--- src/rtl/ram_port_arbiter_pkg.sv ---
// ---------------------------------------------------------------------------
// ram_port_arbiter_pkg
// Shared definitions for the RAM port arbiter and the memory stages:
//   - default parameter values (word-address width, IF starvation limit)
//   - resp_sel_e : owner of the single outstanding RAM read response
//   - mem_op_e   : memory operation kind used by memory_stage1/2, kept here
//                  so every block that talks to the RAM uses one copy
// ---------------------------------------------------------------------------
package ram_port_arbiter_pkg;

    localparam int ADDR_W_DEFAULT     = 30;
    localparam int STARVE_MAX_DEFAULT = 4;

    typedef enum logic [1:0] {
        RESP_NONE = 2'd0,
        RESP_IF   = 2'd1,
        RESP_DM   = 2'd2
    } resp_sel_e;

    typedef enum logic [1:0] {
        MEM_OP_NONE = 2'd0,
        MEM_OP_LD   = 2'd1,
        MEM_OP_ST   = 2'd2
    } mem_op_e;

endpackage

--- src/rtl/ram_port_arbiter_priority.sv ---
// ---------------------------------------------------------------------------
// ram_arb_priority
// Picks the single winner of the RAM port each cycle. DM has fixed priority,
// except that after STARVE_MAX consecutive cycles of an eligible-but-denied
// IF request, IF wins one conflict.
// Ports:
//   clk, rst     clock / synchronous active-high reset
//   if_req_i     IF read request
//   if_flush_i   IF flush; an IF request is not eligible while it is high
//   dm_req_i     DM request (any request, including one with no RAM access)
//   if_win_o     IF wins this cycle (combinational)
//   dm_win_o     DM wins this cycle (combinational)
// ---------------------------------------------------------------------------
module ram_arb_priority
    import ram_port_arbiter_pkg::*;
#(
    parameter int STARVE_MAX = STARVE_MAX_DEFAULT
) (
    input  logic clk,
    input  logic rst,
    input  logic if_req_i,
    input  logic if_flush_i,
    input  logic dm_req_i,
    output logic if_win_o,
    output logic dm_win_o
);

    localparam int CNT_W = $clog2(STARVE_MAX + 1);

    logic [CNT_W-1:0] starve_cnt_q;
    logic [CNT_W-1:0] starve_cnt_d;
    logic             if_elig;
    logic             starved;

    // A DM request with no enables still occupies the grant slot (it is
    // acknowledged immediately), so it contends with IF like any DM request.
    always_comb begin
        if_elig  = if_req_i & ~if_flush_i;
        starved  = (starve_cnt_q == CNT_W'(STARVE_MAX));
        if_win_o = 1'b0;
        dm_win_o = 1'b0;
        if (!rst) begin
            if (if_elig && (!dm_req_i || starved)) begin
                if_win_o = 1'b1;
            end else if (dm_req_i) begin
                dm_win_o = 1'b1;
            end
        end
    end

    // Counter only grows while IF is actually waiting; any gap clears it.
    always_comb begin
        starve_cnt_d = '0;
        if (if_elig && !if_win_o) begin
            starve_cnt_d = starved ? starve_cnt_q : starve_cnt_q + CNT_W'(1);
        end
    end

    always_ff @(posedge clk) begin
        if (rst) begin
            starve_cnt_q <= '0;
        end else begin
            starve_cnt_q <= starve_cnt_d;
        end
    end

endmodule

--- src/rtl/ram_port_arbiter.sv ---
// ---------------------------------------------------------------------------
// ram_port_arbiter
// Shares one single-port word RAM between instruction fetch (IF, read-only)
// and the data memory stage (DM). One access per cycle, fully pipelined;
// RAM read latency is one cycle and the owner of that response is tracked
// in resp_sel_q. Read data is passed through unchanged to both requesters.
// Ports:
//   clk, rst                         clock / synchronous active-high reset
//   if_req_i, if_addr_i, if_flush_i  IF request, word address, flush
//   if_gnt_o, if_rvalid_o, if_rdata_o  IF grant, response valid, data
//   dm_req_i, dm_addr_i, dm_wdata_i, dm_wen_i, dm_ren_i  DM request fields
//   dm_gnt_o, dm_rvalid_o, dm_rdata_o  DM grant, response valid, data
//   ram_addr_o, ram_wdata_o, ram_wen_o, ram_ren_o       RAM drive
//   ram_data_i                       RAM read data (cycle after ram_ren_o)
// ---------------------------------------------------------------------------
module ram_port_arbiter
    import ram_port_arbiter_pkg::*;
#(
    parameter int ADDR_W     = ADDR_W_DEFAULT,
    parameter int STARVE_MAX = STARVE_MAX_DEFAULT
) (
    input  logic              clk,
    input  logic              rst,
    input  logic              if_req_i,
    input  logic [ADDR_W-1:0] if_addr_i,
    input  logic              if_flush_i,
    output logic              if_gnt_o,
    output logic              if_rvalid_o,
    output logic [31:0]       if_rdata_o,
    input  logic              dm_req_i,
    input  logic [ADDR_W-1:0] dm_addr_i,
    input  logic [31:0]       dm_wdata_i,
    input  logic [3:0]        dm_wen_i,
    input  logic              dm_ren_i,
    output logic              dm_gnt_o,
    output logic              dm_rvalid_o,
    output logic [31:0]       dm_rdata_o,
    output logic [ADDR_W-1:0] ram_addr_o,
    output logic [31:0]       ram_wdata_o,
    output logic [3:0]        ram_wen_o,
    output logic              ram_ren_o,
    input  logic [31:0]       ram_data_i
);

    resp_sel_e resp_sel_q;
    resp_sel_e resp_sel_d;
    logic      if_win;
    logic      dm_win;
    logic      dm_access;

    ram_arb_priority #(
        .STARVE_MAX (STARVE_MAX)
    ) u_priority (
        .clk        (clk),
        .rst        (rst),
        .if_req_i   (if_req_i),
        .if_flush_i (if_flush_i),
        .dm_req_i   (dm_req_i),
        .if_win_o   (if_win),
        .dm_win_o   (dm_win)
    );

    assign if_gnt_o = if_win;
    assign dm_gnt_o = dm_win;

    // RAM mux: the winner drives the port; a DM request with no enables is
    // acknowledged without touching the RAM, so the port stays idle.
    always_comb begin
        dm_access   = dm_req_i & (dm_ren_i | (|dm_wen_i));
        ram_addr_o  = '0;
        ram_wdata_o = '0;
        ram_wen_o   = '0;
        ram_ren_o   = 1'b0;
        if (if_win) begin
            ram_addr_o = if_addr_i;
            ram_ren_o  = 1'b1;
        end else if (dm_win && dm_access) begin
            ram_addr_o  = dm_addr_i;
            ram_wdata_o = dm_wdata_i;
            ram_wen_o   = dm_wen_i;
            ram_ren_o   = dm_ren_i;
        end
    end

    // Next response owner: only reads produce a response.
    always_comb begin
        resp_sel_d = RESP_NONE;
        if (if_win) begin
            resp_sel_d = RESP_IF;
        end else if (dm_win && dm_ren_i) begin
            resp_sel_d = RESP_DM;
        end
    end

    always_ff @(posedge clk) begin
        if (rst) begin
            resp_sel_q <= RESP_NONE;
        end else begin
            resp_sel_q <= resp_sel_d;
        end
    end

    // Responses are masked during reset so an in-flight read never surfaces;
    // a flush in the response cycle drops the IF data.
    assign if_rvalid_o = ~rst & (resp_sel_q == RESP_IF) & ~if_flush_i;
    assign dm_rvalid_o = ~rst & (resp_sel_q == RESP_DM);
    assign if_rdata_o  = ram_data_i;
    assign dm_rdata_o  = ram_data_i;

endmodule
--- config.mk ---
export PLATFORM = sky130hd
export DESIGN_NAME = ram_port_arbiter
export DESIGN_NICKNAME = d
export VERILOG_FILES = /design/src/rtl/ram_port_arbiter_pkg.sv /design/src/rtl/ram_port_arbiter_priority.sv /design/src/rtl/ram_port_arbiter.sv
export SDC_FILE = /design/constraint.sdc
export NUM_CORES = 1
export LEC_CHECK = 0
export BUFFER_PORTS_ARGS = -buffer_cell sky130_fd_sc_hd__buf_4
export CAP_MARGIN = 20
export CORE_AREA = 2 2 103 105
export DETAILED_ROUTE_END_ITERATION = 10
export DIE_AREA = 0 0 105 107
export GPL_ROUTABILITY_DRIVEN = 0
export HOLD_SLACK_MARGIN = 0.03
export PLACE_DENSITY = 0.56
export REMOVE_ABC_BUFFERS = 1
export SLEW_MARGIN = 20
export SYNTH_ARGS = -nofsm -noshare
export SYNTH_HDL_FRONTEND = slang
export SYNTH_HIERARCHICAL = 1
export SYNTH_SLANG_ARGS = --single-unit
export TNS_END_PERCENT = 100
--- constraint.sdc ---
create_clock -name clk -period 6.7 [get_ports clk]
set_input_delay 1.34 -clock clk [delete_from_list [all_inputs] [get_ports clk]]
set_output_delay 1.34 -clock clk [all_outputs]
set_load 0.01 [all_outputs]
==> flow_metrics.py <==
metrics = {
    "grt": {
        "grt_usage": 0.154,
        "grt_pass1_vias": 1698,
        "grt_pass1_wl_mm": 12.4,
        "grt_use_met1": 0.142,
        "antenna_found_initial": 2,
        "grt_max_degree": 63,
        "grt.busiest_layer": "met2",
        "grt_use_met2": 0.234,
        "grtUsageMet3": 0.179,
        "overflow": 0,
    },
    "clock_network": {
        "cts_sinks": 5,
        "cts_buffer_depth": 2,
        "cts-root-buf": "clkbuf_8",
        "cts_tree": "built",
        "post_cts_resized": 0,
        "postCtsSetupBuffers": 0,
        "clock_latency_ns": 0.22,
        "cts_hold_buf": 0,
        "cts_max_level": 1,
        "cts_buffers": 3,
        "clk_pin_slew_worst_paths_ns": 0.04,
    },
    "timing": {
        "setup_violations": 0,
        "finalHoldViolations": 0,
        "finalSetupTns_ns": 0,
        "layout_setup_ws_ns": 1.99,
        "max_slew_margin": 0.333,
        "min_period_ns": 4.71,
        "drv_slew": 0,
        "clock.fmax_mhz": 212,
        "rsz0062_at_grt": "no",
        "tightestPinTransition_ns": 1.00,
        "fin_worst_skew_ns": 0.0000521,
        "fin_crit_sh": 0.703,
    },
    "routing": {
        "drt_wl_total_mm": 9.19,
        "drcViolationCount": 0,
        "dr.pass1.iters": 6,
        "drt_iter0_markers": 89,
        "vias": 1638,
        "ant_nets": 0,
        "wire_per_inst_um": 22.5,
        "vias_per_cell": 4.00,
    },
    "yosys": {
        "ys_types": 23,
        "synthTopCellsByArea": "buf_4, a22o_1, and2_1, dfxtp_1, buf_6",
        "synth_top_family_by_area": "buffers and inverters",
        "synth-seq-cells": 5,
        "synthAdderAreaFrac": 0.0182,
        "synth_compound_area_frac": 0.221,
        "muxShareOfSynthArea": 0,
        "syn_area_um2": 1380,
        "yosysTopAreaCellShare": 0.349,
        "synth.avg_cell_area_um2": 8.09,
        "seq_area_frac_synth": 0.0728,
        "synth-simple-area-share": 0.250,
        "yosysWarnings": 6,
        "synth_top_area_cell": "buf_4",
        "synth_cells": 170,
        "synthXorXnorAreaFrac": 0.00637,
    },
    "run_status": {
        "status": "complete, no violations",
    },
    "setup_path": {
        "endpoint_kind": "primary output",
        "critPathKind": "in -> out",
        "cpPeakStageDelay_ns": 0.80,
        "worstPathMaxFanout": 62,
        "cp_slowest_cell": "o21a_2",
        "critPathMostFrequentCell": "buf_4",
        "arrival_ns": 3.37,
        "critPathLaunchType": "primary input",
        "path_cells": "buf_4 -> inv_1 -> o311a_1 -> and3b_1 -> o21a_2 -> a22o_1 -> buf_4",
        "required_ns": 5.36,
    },
    "cells_and_area": {
        "area_growth_pct": 69.6,
        "final_common_cell": "buf_4",
        "fill_cells": 1141,
        "final_area_um2": 2330,
        "post-route-util": 0.231,
        "drive_gt1_frac": 0.680,
        "final_cell_mix": "buf_4, and2_1, a22o_1",
        "nets": 409,
    },
    "placement": {
        "dp_hpwl_mm": 8.34,
        "place_ws_ns": 1.91,
        "io_buffers": 172,
        "placed_area_um2": 2280,
    },
    "floorplanning": {
        "coreArea_um2": 10100,
        "io_pins": 269,
        "die_area_um2": 11200,
        "initial_utilization": 0.136,
        "placementRows": 37,
        "die-height_um": 107,
        "die_w_um": 105,
    },
    "pwr": {
        "power_density_nw_per_um2": 80.0,
        "p_seq_frac": 0.164,
        "p_leak_nw": 1.22,
        "switching_share": 0.280,
        "intPower_uw": 134,
        "p_clk_frac": 0.302,
        "p_sw_uw": 52.2,
        "total_power_uw": 186,
        "comb_power_share": 0.534,
        "vdd_drop_max_uv": 54.5,
    },
    "job": {
        "cap_violations": 0,
    },
    "hold_path": {
        "hp-class": "reg -> reg",
    },
}
==> final cells by class <==
class                   count  area (µm²)  area share
well taps                 136         170      0.0730
clock buffers               3        41.3      0.0177
inverters                   5        18.8     0.00805
flip-flops and latches      5         100      0.0429
repair buffers            173        1300       0.557
multi-input cells          85         696       0.298
diodes                      1        2.50     0.00107
clock inverters             1        5.00     0.00215
==> cell families (layout without fill, tap and decap cells) <==
logic type / count (synthesis) / after routing
buffers and inverters: 80 / 182
and+or+nand+nor: 48 / 48
AOI/OAI and AO/OA: 34 / 34
DFF: 5 / 5
adders and majority gates: 2 / 2
xor gates and xnor gates: 1 / 1
other: 0 / 1
==> critical path: cells and delay by family <==
family          cells  cell delay, ns
simple gates        1            0.24
compound gates      3            1.37
buf+inv             3            0.39
==> flip-flops by register name, indices dropped and copies added (netlist names) <==
signal,flops
u_priority/starve_cnt_q,3
resp_sel_q,2
==> metal layers <==
metal | vias up | part of all wire
met5 | - | 0.0094
met4 | 4 | 0
met3 | 4 | 0.25
met2 | 200 | 0.42
met1 | 712 | 0.32
li1 | 718 | -
==> metrics by stage <==
stage / hold WS (ns) / std cells
global route: 0.496 / 408
detailed placement: 0.475 / 404
floorplan: 0.439 / 95
CTS: 0.480 / 408
global placement: 0.454 / 404
finish: 0.472 / 409
==> worst paths after layout <==
kind,from,to,slack (ns),depth (start not counted)
setup / recovery,if_req_i,ram_addr_o[26],1.99,7
setup reg to reg,u_priority/starve_cnt_q[0]$_SDFFE_PP0N_,resp_sel_q[1]$_SDFF_PP0_,5.05,6
hold / removal,u_priority/starve_cnt_q[0]$_SDFFE_PP0N_,u_priority/starve_cnt_q[0]$_SDFFE_PP0N_,0.47,1
hold reg to reg,u_priority/starve_cnt_q[0]$_SDFFE_PP0N_,u_priority/starve_cnt_q[0]$_SDFFE_PP0N_,0.47,1
==> synth_stat cells, drive strengths merged <==
cell type and instances:
nor4b 1, xnor2 1, and3b 1, nor2b 1
clkbuf 4, nor3b 4, and2 36, a2111oi 1
dfxtp 5, nand2 2, o21a 1, or4 1
a22o 30, buf 71, o311a 1, a31o 1
ha 2, inv 5, nor3 1, nand4bb 1
==> power groups by stage <==
stage	registers (mW)	logic (mW)	clock network [mW]
after floorplan	0.0310	0.0262	0
after global placement	0.0311	0.100	0
after detailed placement	0.0311	0.101	0
after CTS	0.0306	0.101	0.0586
after global routing	0.0307	0.107	0.0601
final	0.0307	0.0995	0.0563
No activity file was read; power rests on OpenSTA's default activity.
